`config.mk`:
```
export PLATFORM = sky130hd
export DESIGN_NAME = debug_tx_scheduler
export DESIGN_NICKNAME = d
export VERILOG_FILES = /design/src/rtl/debug_pkg.sv /design/src/rtl/debug_tx_scheduler_word_byte_sender.sv /design/src/rtl/debug_tx_scheduler.sv
export SDC_FILE = /design/constraint.sdc
export NUM_CORES = 1
export LEC_CHECK = 0
export ABC_AREA = 1
export BUFFER_PORTS_ARGS = -buffer_cell sky130_fd_sc_hd__buf_2
export CAP_MARGIN = 20
export CORE_ASPECT_RATIO = 2
export CORE_MARGIN = 2
export CORE_UTILIZATION = 46
export CTS_CLUSTER_DIAMETER = 120
export DETAILED_ROUTE_END_ITERATION = 10
export PLACE_DENSITY_LB_ADDON = 0.25
export SLEW_MARGIN = 25
export SYNTH_ARGS = -nofsm -noshare
export SYNTH_HDL_FRONTEND = slang
export SYNTH_SLANG_ARGS = --single-unit
export TNS_END_PERCENT = 10
```
`constraint.sdc`:
```
create_clock -name clk -period 1.6 [get_ports clk]
set_clock_uncertainty 0.15 [all_clocks]
set_input_delay 0.16 -clock clk [delete_from_list [all_inputs] [get_ports clk]]
set_output_delay 0.16 -clock clk [all_outputs]
set_load 0.02 [all_outputs]
```
`src/rtl/debug_pkg.sv`:
```
// debug_pkg: shared debug-unit types and constants (scheduler and future RX command decoder).
package debug_pkg;
    typedef enum logic [3:0] {
        ST_IDLE, ST_HDR, ST_PC, ST_REG_RD, ST_REG_TX, ST_MEM_RD, ST_MEM_TX, ST_TRL, ST_FIN
    } dbg_state_e;
    localparam logic [7:0] HDR_BYTE_DEF = 8'hA5;
    localparam logic [7:0] TRL_BYTE_DEF = 8'h5A;
    localparam int BIDX_W = 2;
    // Counter width for 0..n, never narrower than one bit so empty sections still elaborate.
    function automatic int cnt_w(input int n);
        return (n < 1) ? 1 : $clog2(n + 1);
    endfunction
endpackage

```
`src/rtl/debug_tx_scheduler_word_byte_sender.sv`:
```
// word_byte_sender: sends a word MSB-first one byte at a time, waiting for each UART done tick.
module word_byte_sender
    import debug_pkg::*;
#(
    parameter int NB_DATA = 32
) (
    input  logic               clk,
    input  logic               reset_n,
    input  logic [NB_DATA-1:0] word_i,
    input  logic               single_i,
    input  logic               go_i,
    input  logic               tx_done_tick_i,
    output logic               tx_start_o,
    output logic [7:0]         tx_data_o,
    output logic               word_done_o
);
    localparam logic [BIDX_W-1:0] LAST_IDX = BIDX_W'(NB_DATA / 8 - 1);
    logic [BIDX_W-1:0] idx_q;
    logic              wait_q;
    logic              last;
    logic              tick;
    // Single-byte sends (header/trailer) put the byte in the top lane and stop after index 0.
    always_comb begin
        last        = single_i || idx_q == LAST_IDX;
        tick        = go_i && wait_q && tx_done_tick_i;
        tx_start_o  = go_i && !wait_q;
        word_done_o = tick && last;
        tx_data_o   = 8'h00;
        for (int b = 0; b < NB_DATA / 8; b++)
            if (go_i && idx_q == BIDX_W'(b)) tx_data_o = word_i[NB_DATA-1-8*b -: 8];
    end
    always_ff @(posedge clk or negedge reset_n)
        if (!reset_n) begin
            idx_q  <= '0;
            wait_q <= 1'b0;
        end else if (tx_start_o) begin
            wait_q <= 1'b1;
        end else if (tick) begin
            wait_q <= 1'b0;
            idx_q  <= last ? '0 : idx_q + 1'b1;
        end
endmodule

```
`src/rtl/debug_tx_scheduler.sv`:
```
// debug_tx_scheduler: streams header, PC, register file, memory window and trailer over UART TX.
module debug_tx_scheduler
    import debug_pkg::*;
#(
    parameter int         NB_DATA     = 32,
    parameter int         NB_REG_ADDR = 5,
    parameter int         N_REGS      = 32,
    parameter int         NB_MEM_ADDR = 5,
    parameter int         N_MEM_WORDS = 32,
    parameter logic [7:0] HDR_BYTE    = HDR_BYTE_DEF,
    parameter logic [7:0] TRL_BYTE    = TRL_BYTE_DEF
) (
    input  logic                   clk,
    input  logic                   reset_n,
    input  logic                   i_dump_req,
    input  logic [NB_DATA-1:0]     i_pc,
    output logic [NB_REG_ADDR-1:0] o_reg_addr,
    input  logic [NB_DATA-1:0]     i_reg_data,
    output logic [NB_MEM_ADDR-1:0] o_mem_addr,
    input  logic [NB_DATA-1:0]     i_mem_data,
    output logic                   o_tx_start,
    output logic [7:0]             o_tx_data,
    input  logic                   i_tx_done_tick,
    output logic                   o_busy,
    output logic                   o_done
);
    localparam int            KW       = cnt_w(N_REGS > N_MEM_WORDS ? N_REGS : N_MEM_WORDS);
    localparam logic [KW-1:0] LAST_REG = KW'(N_REGS - 1);
    localparam logic [KW-1:0] LAST_MEM = KW'(N_MEM_WORDS - 1);
    localparam bit            HAS_REGS = N_REGS > 0;
    localparam bit            HAS_MEM  = N_MEM_WORDS > 0;

    dbg_state_e             state_q;
    logic [NB_DATA-1:0]     word_q;
    logic [KW-1:0]          k_q;
    logic [KW-1:0]          k_nx;
    logic                   rd_q;
    logic [NB_REG_ADDR-1:0] reg_addr_q;
    logic [NB_MEM_ADDR-1:0] mem_addr_q;
    logic                   busy_q;
    logic                   done_q;
    logic                   go;
    logic                   single;
    logic                   word_done;
    logic [NB_DATA-1:0]     word_in;

    always_comb begin
        k_nx    = k_q + 1'b1;
        go      = state_q inside {ST_HDR, ST_PC, ST_REG_TX, ST_MEM_TX, ST_TRL};
        single  = state_q == ST_HDR || state_q == ST_TRL;
        word_in = state_q == ST_HDR ? {HDR_BYTE, {(NB_DATA-8){1'b0}}} :
                  state_q == ST_TRL ? {TRL_BYTE, {(NB_DATA-8){1'b0}}} : word_q;
    end

    word_byte_sender #(.NB_DATA(NB_DATA)) u_sender (
        .clk           (clk),
        .reset_n       (reset_n),
        .word_i        (word_in),
        .single_i      (single),
        .go_i          (go),
        .tx_done_tick_i(i_tx_done_tick),
        .tx_start_o    (o_tx_start),
        .tx_data_o     (o_tx_data),
        .word_done_o   (word_done)
    );

    // Read addresses are loaded on entry to a RD state; data is latched on its second cycle.
    always_ff @(posedge clk or negedge reset_n)
        if (!reset_n) begin
            state_q    <= ST_IDLE;
            word_q     <= '0;
            k_q        <= '0;
            rd_q       <= 1'b0;
            reg_addr_q <= '0;
            mem_addr_q <= '0;
            busy_q     <= 1'b0;
            done_q     <= 1'b0;
        end else begin
            done_q <= 1'b0;
            case (state_q)
                ST_IDLE: if (i_dump_req) begin
                    word_q  <= i_pc;
                    busy_q  <= 1'b1;
                    state_q <= ST_HDR;
                end
                ST_HDR: if (word_done) state_q <= ST_PC;
                ST_PC: if (word_done) begin
                    k_q <= '0;
                    if (HAS_REGS) begin
                        reg_addr_q <= '0;
                        state_q    <= ST_REG_RD;
                    end else if (HAS_MEM) begin
                        mem_addr_q <= '0;
                        state_q    <= ST_MEM_RD;
                    end else begin
                        state_q <= ST_TRL;
                    end
                end
                ST_REG_RD: begin
                    rd_q <= !rd_q;
                    if (rd_q) begin
                        word_q  <= i_reg_data;
                        state_q <= ST_REG_TX;
                    end
                end
                ST_REG_TX: if (word_done) begin
                    if (k_q == LAST_REG) begin
                        k_q <= '0;
                        if (HAS_MEM) begin
                            mem_addr_q <= '0;
                            state_q    <= ST_MEM_RD;
                        end else begin
                            state_q <= ST_TRL;
                        end
                    end else begin
                        k_q        <= k_nx;
                        reg_addr_q <= NB_REG_ADDR'(k_nx);
                        state_q    <= ST_REG_RD;
                    end
                end
                ST_MEM_RD: begin
                    rd_q <= !rd_q;
                    if (rd_q) begin
                        word_q  <= i_mem_data;
                        state_q <= ST_MEM_TX;
                    end
                end
                ST_MEM_TX: if (word_done) begin
                    if (k_q == LAST_MEM) begin
                        k_q     <= '0;
                        state_q <= ST_TRL;
                    end else begin
                        k_q        <= k_nx;
                        mem_addr_q <= NB_MEM_ADDR'(k_nx);
                        state_q    <= ST_MEM_RD;
                    end
                end
                ST_TRL: if (word_done) begin
                    done_q  <= 1'b1;
                    busy_q  <= 1'b0;
                    state_q <= ST_FIN;
                end
                ST_FIN: state_q <= ST_IDLE;
                default: state_q <= ST_IDLE;
            endcase
        end

    assign o_reg_addr = reg_addr_q;
    assign o_mem_addr = mem_addr_q;
    assign o_busy     = busy_q;
    assign o_done     = done_q;
endmodule

```
## Word-level counts from Yosys, hierarchy flattened

Index checks and enable logic that the tools add are counted.

- Flip-flop bits (word level): 58
- Input bits: 100
- Logic and storage cells: 106
- Output and inout bits: 21

- Reductions and logical operators: 30
- Equality and inequality tests: 23
- Bitwise logic cells: 1
- Muxes and demuxes: 40
- Add/subtract/negate cells: 2

Operators by type and width:

| operator | number |
|---|---|
| 2-to-1 mux 32 bit | 5 |
| one-hot mux 32 bit (3 select lines) | 1 |
| 2-to-1 mux 4 bit | 8 |
| 2-to-1 mux 8 bit | 4 |
| one-hot mux 4 bit (8 select lines) | 1 |
| 2-to-1 mux 5 bit | 5 |
| one-hot mux 5 bit (2 select lines) | 2 |
| 2-to-1 mux 6 bit | 3 |
| == test 4 x 3 -> 1 bit (second input constant) | 4 |
| != test 2 x 1 -> 1 bit (second input constant) | 7 |
| one-hot mux 6 bit (2 select lines) | 1 |
| != test 2 bit (second input constant) | 5 |
| nonzero test 2 bit | 5 |
| == test 4 x 2 -> 1 bit (second input constant) | 2 |
| logical AND 1 bit | 8 |
| AND reduction 4 bit | 2 |
| AND reduction 8 bit | 1 |
| adder 6 x 1 -> 6 bit (second input constant) | 1 |
| == test 6 x 5 -> 1 bit (second input constant) | 1 |
| 2-to-1 mux 1 bit | 6 |
| AND reduction 3 bit | 2 |
| AND reduction 5 bit | 1 |
| nonzero test 5 bit | 1 |
| == test 2 bit (second input constant) | 2 |
| 14 further kinds | 18 |

## Depth between registers and ports, before layout

Gate-level depths: netlist of the first run.

- Depth in word-level cells: 7
- Mapped depth: 10
- Mapped depth without buffers: 9

## Hierarchy

A second synthesis of the first run with hierarchy kept.

- Cells, all modules: 626
- Area, all modules: 3932.5 um^2

Modules (own cells, without submodules):

| module | seq. area each (um^2) | instances | area each (um^2) | cells an instance |
|---|---|---|---|---|
| debug_tx_scheduler | 1376.3 | 1 | 3373.2 | 516 |
| word_byte_sender | 75.1 | 1 | 559.3 | 110 |

## Least setup slack after synthesis of the first run

No wires, ideal clock.

- Kind: register to output
- Start: register state_q[0]
- End: output port o_tx_data[0]
- Path buffers: 1
- Cell stages (with the launch flop): 9
- Data required time: 1.290 ns
- Data arrival time: 1.541 ns
- Path slack: -0.251 ns
- Cells stage by stage: dfrtp_1 -> inv_1 -> nor2_1 -> nand2_1 -> clkbuf_1 -> nand2_1 -> o211ai_1 -> nand3_1 -> nand2_1

- Longest elaborated chain between the ends: 7
- Elaborated cells between the ends (all ways): 16
- Classes of those cells: eq/ne: 5; mux: 6; reduce/logical: 5

RTL lines:

| what | line | source |
|---|---|---|
| start: declaration | debug_tx_scheduler.sv:33 | `dbg_state_e state_q;` |
| start signal: assignment | debug_tx_scheduler.sv:70 | `state_q <= ST_IDLE;` |
| start signal: assignment | debug_tx_scheduler.sv:84 | `state_q <= ST_HDR;` |
| start signal: assignment | debug_tx_scheduler.sv:86 | `ST_HDR: if (word_done) state_q <= ST_PC;` |
| == test 4 x 1 -> 1 bit, or another cell as far along | debug_tx_scheduler.sv:49, debug_tx_scheduler.sv:51 |  |
| nonzero test 5 bit or 2-to-1 mux 32 bit (tied branches) | debug_tx_scheduler.sv:49, debug_tx_scheduler.sv:52 |  |
| logical AND 1 bit or 2-to-1 mux 32 bit (tied branches) | debug_tx_scheduler_word_byte_sender.sv:30, debug_tx_scheduler.sv:51 |  |
| 2-to-1 mux 8 bit (3 in a row) | debug_tx_scheduler_word_byte_sender.sv:30 | `if (go_i && idx_q == BIDX_W'(b)) tx_data_o = word_i[NB_DATA-1-8*b -: 8];` |
| 2-to-1 mux 8 bit (*) | debug_tx_scheduler_word_byte_sender.sv:30 |  |
| end: declaration | debug_tx_scheduler.sv:22 | `output logic [7:0] o_tx_data,` |

Every way passes the cells marked *; elsewhere a longest branch is shown, timed or not.

## Final worst setup path of the first run

- Start: register state_q[0]
- End: output port o_tx_data[1]

Same word-level chain as after synthesis.

==> results of run 1 <==
==> worst max-delay path, cell delays in order, from the launching register on <==
cell     delay (ns)
dfrtp_2        0.45
buf_6          0.14
nand4_1        0.23
buf_4          0.24
nand2_1        0.05
nand4_1        0.11
nand3_1        0.15
nand2_1        0.08
nand2_2        0.06
buf_4          0.13
==> synth_stat cells (all sizes together) <==
library cell,number
o211ai,4
nor2,18
xnor2,1
clkbuf,11
nand4,16
a31o,1
a21oi,2
ha,5
nand3,59
o21ai,63
nor3,4
nand3b,1
dfrtp,58
nand2,217
xor2,2
or2,1
buf,10
inv,61
==> flip-flops by register name, summed over array words and instances (netlist names) <==
name	flops
u_sender.wait_q	1
word_q	32
o_mem_addr	5
k_q	6
o_busy	1
rd_q	1
o_done	1
state_q	4
u_sender.idx_q	2
o_reg_addr	5
==> cells by family (layout without fill, tap and decap cells) <==
family                   Yosys count  after routing  share of synthesized area
AO/OA/AOI/OAI                     70             70                      0.106
XOR/XNOR                           3              3                    0.00735
adder cells (fa/ha/maj)            5              5                     0.0175
buffers and inverters             82            290                     0.0899
flip-flops                        58             58                      0.406
AND/OR/NAND/NOR                  316            317                      0.373
==> final timing paths <==
path | startpoint | to | slack [ns] | cells past startpoint
setup / recovery | state_q[0] | o_tx_data[1] | -0.69 | 9
hold / removal | i_pc[10] | word_q[10] | 0.002 | 5
setup reg to reg | state_q[0] | o_mem_addr[4] | -0.38 | 9
hold reg to reg | o_mem_addr[0] | o_mem_addr[0] | 0.33 | 2
max in group asynchronous | reset_n | state_q[0] | 0.81 | 3
min in group asynchronous | reset_n | k_q[3] | 0.20 | 3
==> layer usage <==
metal | routed length (um) | GRT usage
met5 | 0 | 0
met4 | 793 | 0.206
met3 | 649 | 0.0638
met2 | 7000 | 0.561
met1 | 4110 | 0.270
==> power breakdown <==
group / switching, uW / internal, uW
clock network: 679 / 1280
logic: 3750 / 2540
registers: 321 / 2030
total: 4750 / 5850
==> stage by stage <==
step	util	cell area [um2]	TNS [ns]	hold slack [ns]
floorplan	-	3670	-4.18	-0.286
global placement	0.622	4690	-11.84	0.0350
detailed placement	0.622	4690	-16.92	0.0376
CTS	0.741	5590	-18.60	0.0000344
global route	0.757	5710	-28.03	0.0288
finish	0.757	5710	-23.19	0.00187
==> what timing repair did <==
action	in CTS	in global routing
setup buffers	3	2
hold buffers	39	0
pin swaps	11	14
gates cloned	1	0
endpoints found under the hold margin	76	0
setup endpoints to repair	65	66
resized for setup	52	30
==> area by class of cell <==
type / instances / area, um2
multi-input cells: 395 / 2080
inverters: 61 / 234
clock inverters: 5 / 52.6
clock buffers: 11 / 253
repair buffers: 213 / 1520
flip-flops and latches: 58 / 1460
well taps: 94 / 118
fillers: 522 / 1830
==> flow_metrics.env, run 1 <==
export IMPL_status="complete, but fails checks"
export IMPL_violations="negative setup slack"
export IMPL_yosysSeqAreaShare=0.406
export IMPL_clkTransAtPathRegs_ns=0.05
export IMPL_p_per_area_nw_per_um2=1860
export IMPL_p_leak_uw=0.00304
export IMPL_dieWidth_um=66.3
export IMPL_final_cell_mix="nand2_1, buf_2, inv_1, dfrtp_1, buf_4"
export IMPL_syn_to_final_growth_pct=59.7
export IMPL_grt_overflow_total=0
export IMPL_first_iter_violations=230
export IMPL_grt_pass1_vias=4394
export IMPL_design_core_area_um2=7540
export IMPL_clockRootBuffer="clkbuf_16"
export IMPL_num_antenna_cells=0
export IMPL_timing_final_crit_share=1.43
export IMPL_dp_cells=776
export IMPL_vias=4412
export IMPL_rsz0062_at_grt="true"
export IMPL_drc=0
export IMPL_post_route_min_period_ns=2.29
export IMPL_wl_per_cell_um=15.0
export IMPL_post_place_ws_ns=-0.397
export IMPL_cp_arrival_ns=1.98
export IMPL_ir_worst_vdd_uv=982
export IMPL_drt_pass1_iterations=5
export IMPL_grtUsageTotal=0.299
export IMPL_cts_tree="built"
export IMPL_relSlewSlack=0.767
export IMPL_gp_congestion=0.866
export IMPL_ant_nets=0
export IMPL_synth_top_area_frac=0.406
export IMPL_synth_top_area_cell="dfrtp_1"
export IMPL_synth_area_per_cell_um2=6.70
export IMPL_grt_start_max_net_pins=59
export IMPL_layout_commonest_cell="nand2_1"
export IMPL_grt_pass1_wl_um=19400
export IMPL_cp_required_ns=1.29
export IMPL_synthCells=534
export IMPL_worst_setup_path_type="register to output pin"
export IMPL_port_buffers=120
export IMPL_fp_row_count=45
export IMPL_wl_um=12500
export IMPL_antenna_found_initial=0
export IMPL_worstSetupEndpointType="output pin"
export IMPL_final_cells=837
export IMPL_layout_setup_ws_ns=-0.692
export IMPL_synth_distinct_cells=27
export IMPL_tightest_slew_ns=0.347
export IMPL_hold_path_class="input pin to register"
export IMPL_syn_area_um2=3580
export IMPL_timing_fmax_ghz=0.436
export IMPL_io_pins=121
export IMPL_cts_max_level=3
export IMPL_setup_viol=66
export IMPL_slew_violations=0
export IMPL_viasPerCell=5.27
export IMPL_clkLatencyLatePin_ns=0.34
export IMPL_dieArea_um2=8540
export IMPL_final_nets=843
export IMPL_power_total_uw=10600
export IMPL_yosysWarnings=0
export IMPL_initial_core_util=0.474
export IMPL_yosys_top_cells_area="dfrtp_1, nand2_1, nand3_1"
export IMPL_max_cap_violations=0
export IMPL_cp_max_fo=4
export IMPL_hold_violations=0
export IMPL_synth_seq_cells=58
export IMPL_syn_nets=639
export IMPL_hpwl_um=7990
export IMPL_numCtsBuffers=9
export IMPL_critPathLaunchType="register"
export IMPL_clkSinkCount=58
export IMPL_die_h_um=129
export IMPL_drive_gt1_frac=0.347
export IMPL_clockBufferDepth=2
No activity file was read; power rests on OpenSTA's default activity.
==> run 2, diff against run 1 <==
Settings changed: ABC_AREA 1 to default, BUFFER_PORTS_ARGS -buffer_cell sky130_fd_sc_hd__buf_2 to default, CORE_UTILIZATION 46 to 57, DONT_BUFFER_PORTS from default to 1.
==> run 2 against run 1 <==
The flow now stops in global routing (5_1_grt). Synthesized cell count is 34% lower. Synthesized area decreased by 7.1%.
==> flow_metrics.env, run 2 <==
export IMPL_lastStage="global routing (5_1_grt)"
export IMPL_synth_ff_type="dfrtp_1"
export IMPL_synth_seq_cells=58
export IMPL_clkSinkCount=58
export IMPL_yosysSeqAreaShare=0.437
export IMPL_synth_distinct_cells=53
export IMPL_ys_async_sr_fraction=1.00
export IMPL_syn_nets=455
export IMPL_port_buffers=0
export IMPL_yosysWarnings=0
export IMPL_placed_cell_area_um2=3940
export IMPL_die_h_um=112
export IMPL_fp_row_count=39
export IMPL_syn_area_um2=3320
export IMPL_synth_edf_count=0
export IMPL_synth_top_area_cell="dfrtp_1"
export IMPL_synth_area_per_cell_um2=9.49
export IMPL_clockBufferDepth=2
export IMPL_gp_congestion=0.881
export IMPL_io_pins=121
export IMPL_yosysMostFrequentCell="dfrtp_1"
export IMPL_numCtsBuffers=9
export IMPL_synthCells=350
export IMPL_initial_core_util=0.587
export IMPL_yosys_top_cells_area="dfrtp_1, a222oi_1, a21oi_1"
export IMPL_cts_max_level=3
export IMPL_hpwl_um=7380
export IMPL_grt_start_max_net_pins=59
export IMPL_synth_common_cells="dfrtp_1, nor2_1, a21oi_1"
export IMPL_post_place_ws_ns=-0.508
export IMPL_clockRootBuffer="clkbuf_16"
export IMPL_error_line="[ERROR DPL-0038] Utilization greater than 100%, impossible to legalize"
export IMPL_synth_top_area_frac=0.437
export IMPL_status="stopped before the end"
export IMPL_dieWidth_um=58.0
==> run 2: cell count changes after synthesis, moves of 32 or more <==
cell / previous run / this run
a222oi_1: 0 / 32
nand3_1: 58 / 5
inv_1: 59 / 10
nand2_1: 217 / 21
a21oi_1: 1 / 37
o21ai_0: 50 / 18
==> run 2: kinds of logic after synthesis <==
kind of cell / after synthesis / synth area share
xor gates and xnor gates: 6 / 0.0181
adders and majority gates: 5 / 0.0188
and+or+nand+nor: 98 / 0.154
buffers and inverters: 37 / 0.0494
DFF: 58 / 0.437
muxes: 1 / 0.00339
AOI/OAI and AO/OA: 145 / 0.320
==> run 2: what timing repair did <==
action                                  4_1_cts
hold buffers                                 97
pin swaps                                    15
gates resized for setup                      46
setup buffers                                 2
endpoints found under the setup margin       66
endpoints found under the hold margin        99
==> run 2: stage by stage <==
step                      std cells  hold WS (ns)
after floorplan                 350        -0.286
after global placement          452        -0.284
after CTS                       567        -0.634
after detailed placement        452        -0.284
==> run 3, diff against run 2 <==
Settings changed: CORE_ASPECT_RATIO 2 to default, CORE_UTILIZATION 57 to 40, CTS_CLUSTER_DIAMETER 120 to default, PLACE_DENSITY_LB_ADDON 0.25 to 0.15.
Clock period 1.6 ns to 2.08 ns, I/O delays scaled along.
==> run 3 against run 2 <==
The flow now finishes, with violations (negative hold slack, negative setup slack). Synthesized cell count did not move. Synthesized area unchanged.
==> flow_metrics.env, run 3 <==
export IMPL_synth_area_per_cell_um2=9.49
export IMPL_wl_um=11700
export IMPL_worstSetupEndpointType="output pin"
export IMPL_yosys_top_cells_area="dfrtp_1, a222oi_1, a21oi_1"
export IMPL_grt_pass1_wl_um=18800
export IMPL_grt_start_max_net_pins=59
export IMPL_first_iter_violations=312
export IMPL_setup_tns_ns=-2.46
export IMPL_critPathMaxStageDelay_ns=0.47
export IMPL_clkSinkCount=58
export IMPL_vias=3569
export IMPL_numCtsBuffers=9
export IMPL_grtUsageTotal=0.272
export IMPL_p_sw_uw=3790
export IMPL_relSlewSlack=0.487
export IMPL_tightest_slew_ns=0.768
export IMPL_yosysWarnings=0
export IMPL_seqPwrFrac=0.270
export IMPL_clockRootBuffer="clkbuf_8"
export IMPL_final_cells=589
export IMPL_syn_to_final_growth_pct=56.5
export IMPL_grt_overflow_total=0
export IMPL_die_h_um=95.1
export IMPL_clkTransAtPathRegs_ns=0.06
export IMPL_dieArea_um2=9050
export IMPL_yosysMostFrequentCell="dfrtp_1"
export IMPL_yosysSeqAreaShare=0.437
export IMPL_cpLargestDelayFamily="compound AO/OA/AOI/OAI gates"
export IMPL_post_place_ws_ns=-0.100
export IMPL_num_antenna_cells=0
export IMPL_cts_max_level=3
export IMPL_drive_gt1_frac=0.252
export IMPL_clockBufferDepth=2
export IMPL_syn_nets=455
export IMPL_setup_viol=14
export IMPL_hpwl_um=6770
export IMPL_viasPerCell=6.06
export IMPL_synth_ff_type="dfrtp_1"
export IMPL_cp_arrival_ns=2.01
export IMPL_drt_pass1_iterations=6
export IMPL_synth_distinct_cells=53
export IMPL_synthCells=350
export IMPL_status="complete, but fails checks"
export IMPL_path_cells="xor2_4 -> a211oi_4 -> o21ai_4 -> a221oi_2 -> a31oi_2 -> buf_4"
export IMPL_hold_path_class="input pin to register"
export IMPL_drc=0
export IMPL_multi_input_area_um2=1960
export IMPL_dp_cells=471
export IMPL_final_core_util=0.639
export IMPL_final_cell_mix="dlygate4sd3_1, dfrtp_1, buf_4, nor2_1, a21oi_1"
export IMPL_timing_final_crit_share=1.14
export IMPL_ys_async_sr_fraction=1.00
export IMPL_synth_edf_count=0
export IMPL_rr_worst_depth=6
export IMPL_p_int_uw=4350
export IMPL_holdPathStages=2
export IMPL_port_buffers=0
export IMPL_cp_num_buf_inv=1
export IMPL_design_core_area_um2=8130
export IMPL_p_per_area_nw_per_um2=1570
export IMPL_layout_commonest_cell="dlygate4sd3_1"
export IMPL_top_register="word_q"
export IMPL_worst_setup_path_type="register to output pin"
export IMPL_cp_max_fo=8
export IMPL_seq_area_um2=1460
export IMPL_wl_per_cell_um=19.9
export IMPL_critPathLaunchType="register"
export IMPL_antenna_found_initial=0
export IMPL_power_share_clock=0.124
export IMPL_largest_reg_flops=32
export IMPL_io_pins=121
export IMPL_max_cap_violations=0
export IMPL_clkLatencyLatePin_ns=0.33
export IMPL_syn_area_um2=3320
export IMPL_dieWidth_um=95.1
export IMPL_initial_core_util=0.408
export IMPL_synth_seq_cells=58
export IMPL_reg_top3="word_q: 32 flops, k_q: 6 flops"
export IMPL_grt_pass1_vias=3717
export IMPL_p_leak_uw=0.00212
export IMPL_synth_top_area_frac=0.437
export IMPL_ir_worst_vdd_uv=917
export IMPL_post_route_min_period_ns=2.36
export IMPL_synth_top_area_cell="dfrtp_1"
export IMPL_violations="negative hold slack, negative setup slack"
export IMPL_cts_tree="built"
export IMPL_rsz0062_at_grt="true"
export IMPL_slew_violations=0
export IMPL_timing_fmax_ghz=0.423
export IMPL_hold_violations=1
export IMPL_comb_power_share=0.607
export IMPL_rrSetupSlack_ns=-0.10
export IMPL_crit_slowest_cell="dfrtp_2"
export IMPL_filler_cell_count=647
export IMPL_cp_depth=6
export IMPL_ant_nets=0
export IMPL_gp_congestion=0.785
export IMPL_final_nets=585
export IMPL_fp_row_count=33
export IMPL_cp_required_ns=1.72
export IMPL_synth_common_cells="dfrtp_1, nor2_1, a21oi_1"
export IMPL_layout_setup_ws_ns=-0.283
export IMPL_swShare=0.466
export IMPL_whs_ns=-0.00985
==> run 3: per-layer routing <==
metal	share of wire	vias up	GRT usage
li1	-	1625	-
met1	0.38	1752	0.317
met2	0.54	167	0.492
met3	0.058	25	0.0490
met4	0.027	0	0.111
met5	0	-	0
==> run 3: area by class of cell <==
cell class / count / area share
Multi-Input combinational cell: 255 / 0.378
Sequential cell: 58 / 0.281
Clock inverter: 5 / 0.0108
Inverter: 10 / 0.00722
Clock buffer: 10 / 0.0246
Tap cell: 105 / 0.0253
Timing Repair Buffer: 146 / 0.274
==> run 3: what timing repair did <==
item | 4_1_cts | 5_1_grt
hold buffers | 96 | 0
setup buffers | 7 | 0
endpoints found under the setup margin | 10 | 55
hold endpoints to repair | 92 | 0
pin swaps | 12 | 28
resized for setup | 34 | 16
==> run 3: power by group through the flow <==
stage / Sequential, uW / Clock, uW / Combinational [uW]
2_1_floorplan: 1950 / 0 / 2770
6_report: 2190 / 1010 / 4940
4_1_cts: 2170 / 1040 / 4700
3_5_place_dp: 2140 / 0 / 4100
3_3_place_gp: 2130 / 0 / 4030
5_1_grt: 2240 / 1090 / 5360
==> run 3: final timing paths <==
| check | endpoint | startpoint |
|---|---|---|
| max | o_tx_data[7] | state_q[2] |
| min | word_q[16] | i_mem_data[16] |
| max reg2reg | o_mem_addr[2] | state_q[2] |
| min reg2reg | k_q[5] | k_q[5] |
| max in group asynchronous | state_q[3] | reset_n |
| min in group asynchronous | o_mem_addr[2] | reset_n |
==> run 3: metrics by stage <==
stage / instance area [um2] / hold slack (ns) / total power [uW]
after floorplan: 3330 / -0.238 / 4730
after global placement: 3730 / -0.236 / 6170
after detailed placement: 3730 / -0.236 / 6240
after CTS: 5130 / 0.00305 / 7910
after global routing: 5200 / 0.00790 / 8700
final: 5200 / -0.00985 / 8140
==> run 3: logic make-up (layout without fill, tap and decap cells) <==
kind of cell,count (synthesis),after routing,synth area share
xor gates and xnor gates,6,6,0.0181
AOI/OAI and AO/OA,145,145,0.320
buffers and inverters,37,171,0.0494
DFF,58,58,0.437
adders and majority gates,5,5,0.0188
muxes,1,1,0.00339
and+or+nand+nor,98,98,0.154
==> run 4, diff against run 3 <==
Settings changed: GPL_TIMING_DRIVEN from default to 1.
Clock period 2.08 ns to 2.6 ns, I/O delays scaled along.
==> run 4 against run 3 <==
Critical path depth unchanged. The run ends with negative setup slack left. Hold slack better by 0.016 ns. Register-to-register slack better by 0.47 ns. Utilization shrank 12 points. Die area is the same. Largest cell class unchanged. Combinational power decreased by 35%.
==> flow_metrics.env, run 4 (same netlist as run 3, synthesis figures left out) <==
export IMPL_initial_core_util=0.408
export IMPL_ir_worst_vdd_uv=738
export IMPL_final_cell_mix="dfrtp_1, nor2_1, a21oi_1, a222oi_1, dlygate4sd3_1"
export IMPL_rsz0062_at_grt="true"
export IMPL_cp_max_fo=11
export IMPL_syn_to_final_growth_pct=26.8
export IMPL_placed_cell_area_um2=3540
export IMPL_cp_arrival_ns=2.20
export IMPL_grt_pass1_wl_um=14500
export IMPL_hpwl_um=6450
export IMPL_critPathLaunchType="register"
export IMPL_hold_path_class="input pin to register"
export IMPL_slew_violations=0
export IMPL_filler_cell_count=754
export IMPL_max_cap_violations=0
export IMPL_wl_per_cell_um=18.8
export IMPL_top_register="word_q"
export IMPL_crit_path_start="state_q[3]"
export IMPL_drive_gt1_frac=0.192
export IMPL_cts_max_level=3
export IMPL_hold_violations=0
export IMPL_die_h_um=95.1
export IMPL_timing_fmax_ghz=0.383
export IMPL_worst_setup_path_type="register to output pin"
export IMPL_min_from="i_pc[16]"
export IMPL_rr_startpoint="state_q[3]"
export IMPL_largest_reg_flops=32
export IMPL_post_route_cell_area_um2=4210
export IMPL_clockBufferDepth=2
export IMPL_relSlewSlack=0.606
export IMPL_post_route_min_period_ns=2.61
export IMPL_status="complete, but fails checks"
export IMPL_grt_overflow_total=0
export IMPL_p_leak_uw=0.00171
export IMPL_final_nets=496
export IMPL_port_buffers=0
export IMPL_reg_top3="word_q: 32 flops, k_q: 6 flops"
export IMPL_setup_viol=1
export IMPL_drt_pass1_iterations=8
export IMPL_vias=3066
export IMPL_clkLatencyLatePin_ns=0.33
export IMPL_numCtsBuffers=9
export IMPL_post_place_ws_ns=0.245
export IMPL_dieWidth_um=95.1
export IMPL_drc=0
export IMPL_dieArea_um2=9050
export IMPL_antenna_found_initial=0
export IMPL_layout_commonest_cell="dfrtp_1"
export IMPL_layout_setup_ws_ns=-0.0101
export IMPL_holdPathStages=2
export IMPL_clkSinkCount=58
export IMPL_clockRootBuffer="clkbuf_8"
export IMPL_grt_start_max_net_pins=65
export IMPL_tightest_slew_ns=0.589
export IMPL_p_per_area_nw_per_um2=1400
export IMPL_first_iter_violations=230
export IMPL_wl_um=9420
export IMPL_violations="negative setup slack"
export IMPL_viasPerCell=6.13
export IMPL_worstSetupEndpointType="output pin"
export IMPL_ant_nets=0
export IMPL_fp_row_count=33
export IMPL_cts_tree="built"
export IMPL_grtUsageTotal=0.211
export IMPL_design_core_area_um2=8130
export IMPL_num_antenna_cells=0
export IMPL_cp_required_ns=2.19
export IMPL_timing_final_crit_share=1.00
export IMPL_clkTransAtPathRegs_ns=0.07
export IMPL_rr_worst_depth=6
export IMPL_io_pins=121
export IMPL_gp_congestion=0.785
export IMPL_grt_pass1_vias=2787
run 4: changes by cell type in the layout (fill, tap and decap cells not counted), moves of 3 or more:
cell / previous run / this run
a31oi_1: 2 / 9
a31oi_2: 6 / 0
buf_12: 5 / 2
buf_4: 43 / 21
dfrtp_1: 53 / 57
dfrtp_2: 5 / 1
dlygate4sd3_1: 95 / 31
run 4: what timing repair did:
action / 4_1_cts / 5_1_grt
buffers inserted: 0 / 1
endpoints found under the setup margin: 8 / 8
endpoints found under the hold margin: 79 / 0
resized for setup: 1 / 19
hold buffers: 32 / 0
pin swaps: 1 / 1
run 4: critical path, cell delays in order, from the launching register on:
cell and delay, ns:
dfrtp_1 0.46, buf_4 0.23, nor2_2 0.19, o211a_2 0.34, a22oi_1 0.13, a31oi_1 0.29, buf_4 0.20
run 4: per-layer routing:
layer / global-route usage / vias up / routed length, um
li1: - / 1457 / -
met1: 0.288 / 1471 / 4070
met2: 0.330 / 124 / 4610
met3: 0.0443 / 14 / 546
met4: 0.0821 / 0 / 187
met5: 0 / - / 0
run 4: stage by stage:
step                      total power (uW)  TNS, ns  utilization  std cells  hold slack (ns)
after floorplan                       3770        0            -        350           -0.186
after global placement                4680        0        0.436        452           -0.184
after detailed placement              4720        0        0.436        452           -0.183
after CTS                             5720        0        0.504        499         0.000846
after global routing                  6350   -0.247        0.518        500          0.00137
final                                 5890  -0.0101        0.518        500          0.00633
run 4: final cells by class:
type                    instances  area, um2  share of cell area
inverters                      10       37.5             0.00892
repair buffers                 57        558               0.133
well taps                     105        131              0.0312
multi-input cells             255       1810               0.431
clock buffers                  10        138              0.0327
clock inverters                 5       78.8              0.0187
flip-flops and latches         58       1450               0.345
run 4: power by group:
part | leakage [uW] | total [uW] | internal [uW] | switching (uW)
registers | 0.000688 | 1750 | 1290 | 453
logic | 0.000914 | 3220 | 1320 | 1900
clock network | 0.000112 | 925 | 559 | 367
run 4: final timing paths:
kind | endpoint | slack, ns
max in group asynchronous | state_q[2] | 1.74
worst min register to register | k_q[5] | 0.36
min in group asynchronous | o_reg_addr[2] | 0.32
worst max register to register | o_mem_addr[2] | 0.37
worst max-delay path | o_tx_data[2] | -0.01
worst min-delay path | word_q[16] | 0.006
